**src/rtl/uart_alu_pkg.sv**
```systemverilog
// Shared definitions for the UART-fronted ALU: opcodes and FSM state encodings.
package uart_alu_pkg;

  localparam logic [7:0] OP_ADD = 8'h20;
  localparam logic [7:0] OP_SUB = 8'h22;
  localparam logic [7:0] OP_AND = 8'h24;
  localparam logic [7:0] OP_OR  = 8'h25;
  localparam logic [7:0] OP_XOR = 8'h26;
  localparam logic [7:0] OP_NOR = 8'h27;
  localparam logic [7:0] OP_SRA = 8'h03;
  localparam logic [7:0] OP_SRL = 8'h02;

  typedef enum logic [1:0] {
    UART_IDLE  = 2'd0,
    UART_START = 2'd1,
    UART_DATA  = 2'd2,
    UART_STOP  = 2'd3
  } uart_state_e;

  typedef enum logic [1:0] {
    SEQ_WAIT_A  = 2'd0,
    SEQ_WAIT_B  = 2'd1,
    SEQ_WAIT_OP = 2'd2,
    SEQ_SEND    = 2'd3
  } seq_state_e;

endpackage

```
**src/rtl/uart_alu_top_baud_tick.sv**
```systemverilog
// Free-running baud tick generator: one-clock tick every DIV system clocks.
module uart_baud_tick #(
  parameter int DIV = 163
) (
  input  logic clk_i,
  input  logic rst_b_i,
  output logic tick_o
);

  localparam int CW = (DIV > 1) ? $clog2(DIV) : 1;

  logic [CW-1:0] cnt_q, cnt_d;

  assign tick_o = (cnt_q == CW'(DIV - 1));
  assign cnt_d  = tick_o ? '0 : cnt_q + 1'b1;

  always_ff @(posedge clk_i or negedge rst_b_i) begin
    if (!rst_b_i) cnt_q <= '0;
    else          cnt_q <= cnt_d;
  end

endmodule

```
**src/rtl/uart_alu_top.sv**
```systemverilog
// UART front end for the 8-bit ALU: receives A, B, opcode bytes and transmits the result byte.
// state | meaning (RX/TX: IDLE, START, DATA, STOP; sequencer: WAIT_A, WAIT_B, WAIT_OP, SEND)
module uart_alu_top
  import uart_alu_pkg::*;
#(
  parameter int DBIT    = 8,
  parameter int SB_TICK = 16,
  parameter int DIV     = 163,
  parameter int SIZ     = 8
) (
  input  logic i_clock,
  input  logic i_reset,
  input  logic i_data,
  output logic tx_done,
  output logic o_result
);

  localparam int TW = 6;
  localparam int NW = $clog2(DBIT) + 1;

  logic tick;

  uart_baud_tick #(.DIV(DIV)) u_baud_tick (
    .clk_i   (i_clock),
    .rst_b_i (i_reset),
    .tick_o  (tick)
  );

  // Two-flop synchronizer on the asynchronous RX line; idles high.
  logic [1:0] rx_sync_q;
  logic       rx_line;

  always_ff @(posedge i_clock or negedge i_reset) begin
    if (!i_reset) rx_sync_q <= 2'b11;
    else          rx_sync_q <= {rx_sync_q[0], i_data};
  end

  assign rx_line = rx_sync_q[1];

  uart_state_e     rx_state_q, rx_state_d;
  logic [TW-1:0]   rx_s_q, rx_s_d;
  logic [NW-1:0]   rx_n_q, rx_n_d;
  logic [DBIT-1:0] rx_b_q, rx_b_d;
  logic            rx_done;

  always_comb begin
    rx_state_d = rx_state_q;
    rx_s_d     = rx_s_q;
    rx_n_d     = rx_n_q;
    rx_b_d     = rx_b_q;
    rx_done    = 1'b0;
    unique case (rx_state_q)
      UART_IDLE: begin
        if (!rx_line) begin
          rx_state_d = UART_START;
          rx_s_d     = '0;
        end
      end
      UART_START: begin
        if (tick) begin
          if (rx_s_q == TW'(7)) begin
            if (!rx_line) begin
              rx_state_d = UART_DATA;
              rx_s_d     = '0;
              rx_n_d     = '0;
            end else begin
              rx_state_d = UART_IDLE;
            end
          end else begin
            rx_s_d = rx_s_q + 1'b1;
          end
        end
      end
      UART_DATA: begin
        if (tick) begin
          if (rx_s_q == TW'(15)) begin
            rx_s_d = '0;
            rx_b_d = {rx_line, rx_b_q[DBIT-1:1]};
            if (rx_n_q == NW'(DBIT - 1)) rx_state_d = UART_STOP;
            else                         rx_n_d     = rx_n_q + 1'b1;
          end else begin
            rx_s_d = rx_s_q + 1'b1;
          end
        end
      end
      UART_STOP: begin
        if (tick) begin
          if (rx_s_q == TW'(SB_TICK - 1)) begin
            rx_state_d = UART_IDLE;
            // A low stop bit is a framing error: the byte is silently dropped.
            rx_done    = rx_line;
          end else begin
            rx_s_d = rx_s_q + 1'b1;
          end
        end
      end
      default: rx_state_d = UART_IDLE;
    endcase
  end

  always_ff @(posedge i_clock or negedge i_reset) begin
    if (!i_reset) begin
      rx_state_q <= UART_IDLE;
      rx_s_q     <= '0;
      rx_n_q     <= '0;
      rx_b_q     <= '0;
    end else begin
      rx_state_q <= rx_state_d;
      rx_s_q     <= rx_s_d;
      rx_n_q     <= rx_n_d;
      rx_b_q     <= rx_b_d;
    end
  end

  seq_state_e     seq_q, seq_d;
  logic [SIZ-1:0] a_q, a_d, b_q, b_d, op_q, op_d, res_q, res_d;
  logic [SIZ-1:0] alu_op, alu_y;
  logic           tx_start_q, tx_start_d;
  logic           tx_done_q, tx_done_d;

  // The ALU sees the opcode byte in the same clock it is latched.
  assign alu_op = (seq_q == SEQ_WAIT_OP && rx_done) ? rx_b_q : op_q;

  always_comb begin
    alu_y = '0;
    case (alu_op)
      OP_ADD:  alu_y = a_q + b_q;
      OP_SUB:  alu_y = a_q - b_q;
      OP_AND:  alu_y = a_q & b_q;
      OP_OR:   alu_y = a_q | b_q;
      OP_XOR:  alu_y = a_q ^ b_q;
      OP_NOR:  alu_y = ~(a_q | b_q);
      OP_SRA:  alu_y = $unsigned($signed(a_q) >>> b_q);
      OP_SRL:  alu_y = a_q >> b_q;
      default: alu_y = '0;
    endcase
  end

  always_comb begin
    seq_d      = seq_q;
    a_d        = a_q;
    b_d        = b_q;
    op_d       = op_q;
    res_d      = res_q;
    tx_start_d = 1'b0;
    unique case (seq_q)
      SEQ_WAIT_A: begin
        if (rx_done) begin
          a_d   = rx_b_q;
          seq_d = SEQ_WAIT_B;
        end
      end
      SEQ_WAIT_B: begin
        if (rx_done) begin
          b_d   = rx_b_q;
          seq_d = SEQ_WAIT_OP;
        end
      end
      SEQ_WAIT_OP: begin
        if (rx_done) begin
          op_d       = alu_op;
          res_d      = alu_y;
          tx_start_d = 1'b1;
          seq_d      = SEQ_SEND;
        end
      end
      SEQ_SEND: begin
        if (tx_done_q) seq_d = SEQ_WAIT_A;
      end
      default: seq_d = SEQ_WAIT_A;
    endcase
  end

  always_ff @(posedge i_clock or negedge i_reset) begin
    if (!i_reset) begin
      seq_q      <= SEQ_WAIT_A;
      a_q        <= '0;
      b_q        <= '0;
      op_q       <= '0;
      res_q      <= '0;
      tx_start_q <= 1'b0;
    end else begin
      seq_q      <= seq_d;
      a_q        <= a_d;
      b_q        <= b_d;
      op_q       <= op_d;
      res_q      <= res_d;
      tx_start_q <= tx_start_d;
    end
  end

  uart_state_e    tx_state_q, tx_state_d;
  logic [TW-1:0]  tx_s_q, tx_s_d;
  logic [NW-1:0]  tx_n_q, tx_n_d;
  logic [SIZ-1:0] tx_b_q, tx_b_d;
  logic           tx_q, tx_d;

  always_comb begin
    tx_state_d = tx_state_q;
    tx_s_d     = tx_s_q;
    tx_n_d     = tx_n_q;
    tx_b_d     = tx_b_q;
    tx_d       = tx_q;
    tx_done_d  = 1'b0;
    unique case (tx_state_q)
      UART_IDLE: begin
        tx_d = 1'b1;
        if (tx_start_q) begin
          tx_state_d = UART_START;
          tx_s_d     = '0;
          tx_b_d     = res_q;
          tx_d       = 1'b0;
        end
      end
      UART_START: begin
        if (tick) begin
          if (tx_s_q == TW'(15)) begin
            tx_state_d = UART_DATA;
            tx_s_d     = '0;
            tx_n_d     = '0;
            tx_d       = tx_b_q[0];
          end else begin
            tx_s_d = tx_s_q + 1'b1;
          end
        end
      end
      UART_DATA: begin
        if (tick) begin
          if (tx_s_q == TW'(15)) begin
            tx_s_d = '0;
            tx_b_d = tx_b_q >> 1;
            if (tx_n_q == NW'(DBIT - 1)) begin
              tx_state_d = UART_STOP;
              tx_d       = 1'b1;
            end else begin
              tx_n_d = tx_n_q + 1'b1;
              tx_d   = tx_b_q[1];
            end
          end else begin
            tx_s_d = tx_s_q + 1'b1;
          end
        end
      end
      UART_STOP: begin
        if (tick) begin
          if (tx_s_q == TW'(SB_TICK - 1)) begin
            tx_state_d = UART_IDLE;
            tx_done_d  = 1'b1;
          end else begin
            tx_s_d = tx_s_q + 1'b1;
          end
        end
      end
      default: tx_state_d = UART_IDLE;
    endcase
  end

  always_ff @(posedge i_clock or negedge i_reset) begin
    if (!i_reset) begin
      tx_state_q <= UART_IDLE;
      tx_s_q     <= '0;
      tx_n_q     <= '0;
      tx_b_q     <= '0;
      tx_q       <= 1'b1;
      tx_done_q  <= 1'b0;
    end else begin
      tx_state_q <= tx_state_d;
      tx_s_q     <= tx_s_d;
      tx_n_q     <= tx_n_d;
      tx_b_q     <= tx_b_d;
      tx_q       <= tx_d;
      tx_done_q  <= tx_done_d;
    end
  end

  assign o_result = tx_q;
  assign tx_done  = tx_done_q;

endmodule

```
**config.mk**
```make
export PLATFORM = sky130hd
export DESIGN_NAME = uart_alu_top
export DESIGN_NICKNAME = d
export VERILOG_FILES = /design/src/rtl/uart_alu_pkg.sv /design/src/rtl/uart_alu_top_baud_tick.sv /design/src/rtl/uart_alu_top.sv
export SDC_FILE = /design/constraint.sdc
export NUM_CORES = 1
export LEC_CHECK = 0
export CORE_MARGIN = 5
export CORE_UTILIZATION = 25
export DETAILED_ROUTE_END_ITERATION = 8
export PLACE_DENSITY = 0.43
export REMOVE_ABC_BUFFERS = 1
export SYNTH_ARGS = -nofsm -noshare
export SYNTH_HDL_FRONTEND = slang
export SYNTH_SLANG_ARGS = --single-unit
```
**constraint.sdc**
```tcl
create_clock -name i_clock -period 4.3 [get_ports i_clock]
set_clock_uncertainty 0.1 [all_clocks]
set_input_delay 0.86 -clock i_clock [delete_from_list [all_inputs] [get_ports i_clock]]
set_output_delay 0.86 -clock i_clock [all_outputs]
set_load 0.005 [all_outputs]
```
==> flow_summary.ini <==
[sta]
worst_margin_pin_slew_ps = 994
timing.fmax_mhz = 250
fin_crit_sh = 0.931
max_slew_margin = 0.335
timing.final.max_slew_violations = 0
final_critical_period_ps = 4000
final_critical_path_setup_slack_ps = 296
finalHoldViolCount = 0
finalSetupViolations = 0

[route]
routed_via_density = 5.06
first_pass_iters = 5
vias = 4688
routedWlPerCell_um = 16.5
aggregate_routed_wire_length_mm = 15.3
drtAntennaViolNets = 0
detailedRoute.firstIterationViolations = 270
post-route-drc-count = 0

[yosys]
synthesis.area_um2 = 5710
synth_cells = 630
postSynthAreaPerCell_um2 = 9.06
synth.area.top_cells = dfrtp_1 (37%), ha_1 (8.6%), nand2_1 (6.4%)
synth_async_sr_flop_share = 1.00
post-synth-top-area-fraction = 0.368
synth_warnings = 0
post_synth_most_frequent_cells = nand2_1 (97), dfrtp_1 (84), nor2_1 (45), o21ai_0 (42), ha_1 (39)
synthDistinctLibCells = 73
synthMostInstantiatedCell = nand2_1
number_of_flops_mapped_to_enable_cells_by_yosys = 0
postSynthRegisterBits = 87
yosysSeqAreaShare = 0.382
synth.largest_area_cell = dfrtp_1
most_used_dff_post_synth = dfrtp_1

[clock_tree]
tritoncts_clock_tree = done
clk_pin_slew_worst_paths_ps = 60
cts_hold_buffers = 0
cts_setup_buffers = 0
clock-sinks = 87
cts_resized = 0
htree_levels = 3
clock_path_buffers = 2
cts_buffers = 9
ctsRootBufferMaster = clkbuf_16
insertion_delay_ps = 350

[floorplan]
std_cell_rows = 55
initial_standard_cell_utilization_of_the_core = 0.253
die_width_um = 161
design.die.area_um2 = 25900
core-area_um2 = 22600
io_pins = 5
die_h_um = 161

[global_route]
grt_antenna_before_repair = 0
groute.usage.overall = 0.121
grt_max_degree = 70
grt_pass1_wl_mm = 25.3
first_global_vias = 4672
grt.overflow.total = 0

[layout]
nets = 679
area.sequential_um2 = 2180
multi_input_area_um2 = 3340
area_delta_synth_final_pct = 12.5
fillers = 2385
postLayoutCellArea_um2 = 6420
insertedDiodeCount = 0
share_of_cells_above_drive_strength_1 = 0.109
postLayoutCoreUtil = 0.284

[status]
outcome = finished, final reports clean

[place]
detailed_place.area_um2 = 6100
gp_congestion = 0.910
dp_hpwl_mm = 11.4
worst_slack_after_detailed_placement_ps = 342
io_buffers = 4

[setup_path]
crit_type = reg2reg
path_max_fanout = 6
worstPathRequired_ps = 4430
critPathArrivalTime_ps = 4130
cp-end-kind = register
worst_setup_path_start_kind = register

[pwr]
ir_drop_uv = 174
design_power_total_w = 0.00165
p_leak_nw = 2.78
power_per_cell_area_nw_per_um2 = 257

[worst_hold_path]
hp-class = reg2reg

[job]
maxCapViolations = 0
==> worst max-delay path, stage by stage, from the launching register on <==
cell and delay [ps]:
dfrtp_1 410, inv_1 130, ha_1 250, nand3_1 150
nor4b_1 550, nand4_1 240, nand2_1 230, mux2_2 400
inv_1 60, ha_1 220, nand2_1 60, o21ai_0 110
a21o_1 210, a21oi_1 210, xor2_1 160, nor2_1 50
o32a_1 330
==> cells in the final DEF (no fill, tap or decap), drive strengths merged, types with 7 or more instances in the layout <==
cell type  Yosys  layout
buf            2      12
o31ai          7       7
nand3         18      18
dfrtp         84      84
mux2i         16      16
ha            39      39
nand2b         8       8
a31oi          8       8
xnor2         12      12
and3          10      10
nand2         98      98
nor3          15      15
inv           31      31
o21ai         53      53
a21oi         35      35
nor2          45      45
mux2          26      26
clkbuf        18      11
==> final timing paths <==
path	from	slack (ps)	cells past startpoint	to
min in group asynchronous	i_reset	530	1	rx_s_q[4]
max reg2reg	seq_q[0]	300	16	res_q[5]
min reg2reg	rx_sync_q[0]	260	0	rx_sync_q[1]
max in group asynchronous	i_reset	2750	2	a_q[7]
min	rx_sync_q[0]	260	0	rx_sync_q[1]
max	seq_q[0]	300	16	res_q[5]
==> layout make-up <==
type / instances / share of cell area
multi-input combinational: 492 / 0.520
tap: 285 / 0.0556
inverter: 31 / 0.0181
timing repair buffer: 15 / 0.0187
sequential: 87 / 0.340
clock inverter: 5 / 0.00877
clock buffer: 11 / 0.0394
==> per-layer routing <==
metal / vias to the layer above / wire, µm / GRT usage
li1: 2288 / - / -
met1: 2274 / 6990 / 0.159
met2: 105 / 7350 / 0.204
met3: 21 / 660 / 0.0176
met4: 0 / 306 / 0.0438
met5: - / 0 / 0
==> cells by family after synthesis <==
| family | synth area share |
|---|---|
| simple gates | 0.199 |
| compound gates | 0.177 |
| flops | 0.382 |
| buf+inv | 0.0344 |
| mux | 0.0912 |
| fa+ha+maj | 0.0890 |
| xor+xnor | 0.0276 |
==> state kept, by name, summed over array words and instances (netlist names), 6 cells and up, named ones only <==
name / flops
op_q: 8
res_q: 8
a_q: 8
rx_s_q: 6
u_baud_tick.cnt_q: 8
b_q: 8
tx_b_q: 8
tx_s_q: 6
rx_b_q: 8
==> per-stage QoR <==
| stage | hold slack [ps] | setup TNS [ps] | std cells |
|---|---|---|---|
| after floorplan | 245 | 0 | 610 |
| after global placement | 247 | 0 | 910 |
| after detailed placement | 255 | 0 | 910 |
| after CTS | 265 | 0 | 926 |
| after global routing | 272 | -37.1 | 926 |
| final | 261 | 0 | 926 |
==> report_power, final <==
group	switching (W)	total, W	internal, W	leakage [nW]
Sequential	0.00000109	0.000821	0.000820	1.19
Combinational	0.0000169	0.0000192	0.00000232	1.44
Clock	0.000326	0.000807	0.000481	0.152
Power figures use the tool's default switching activity.
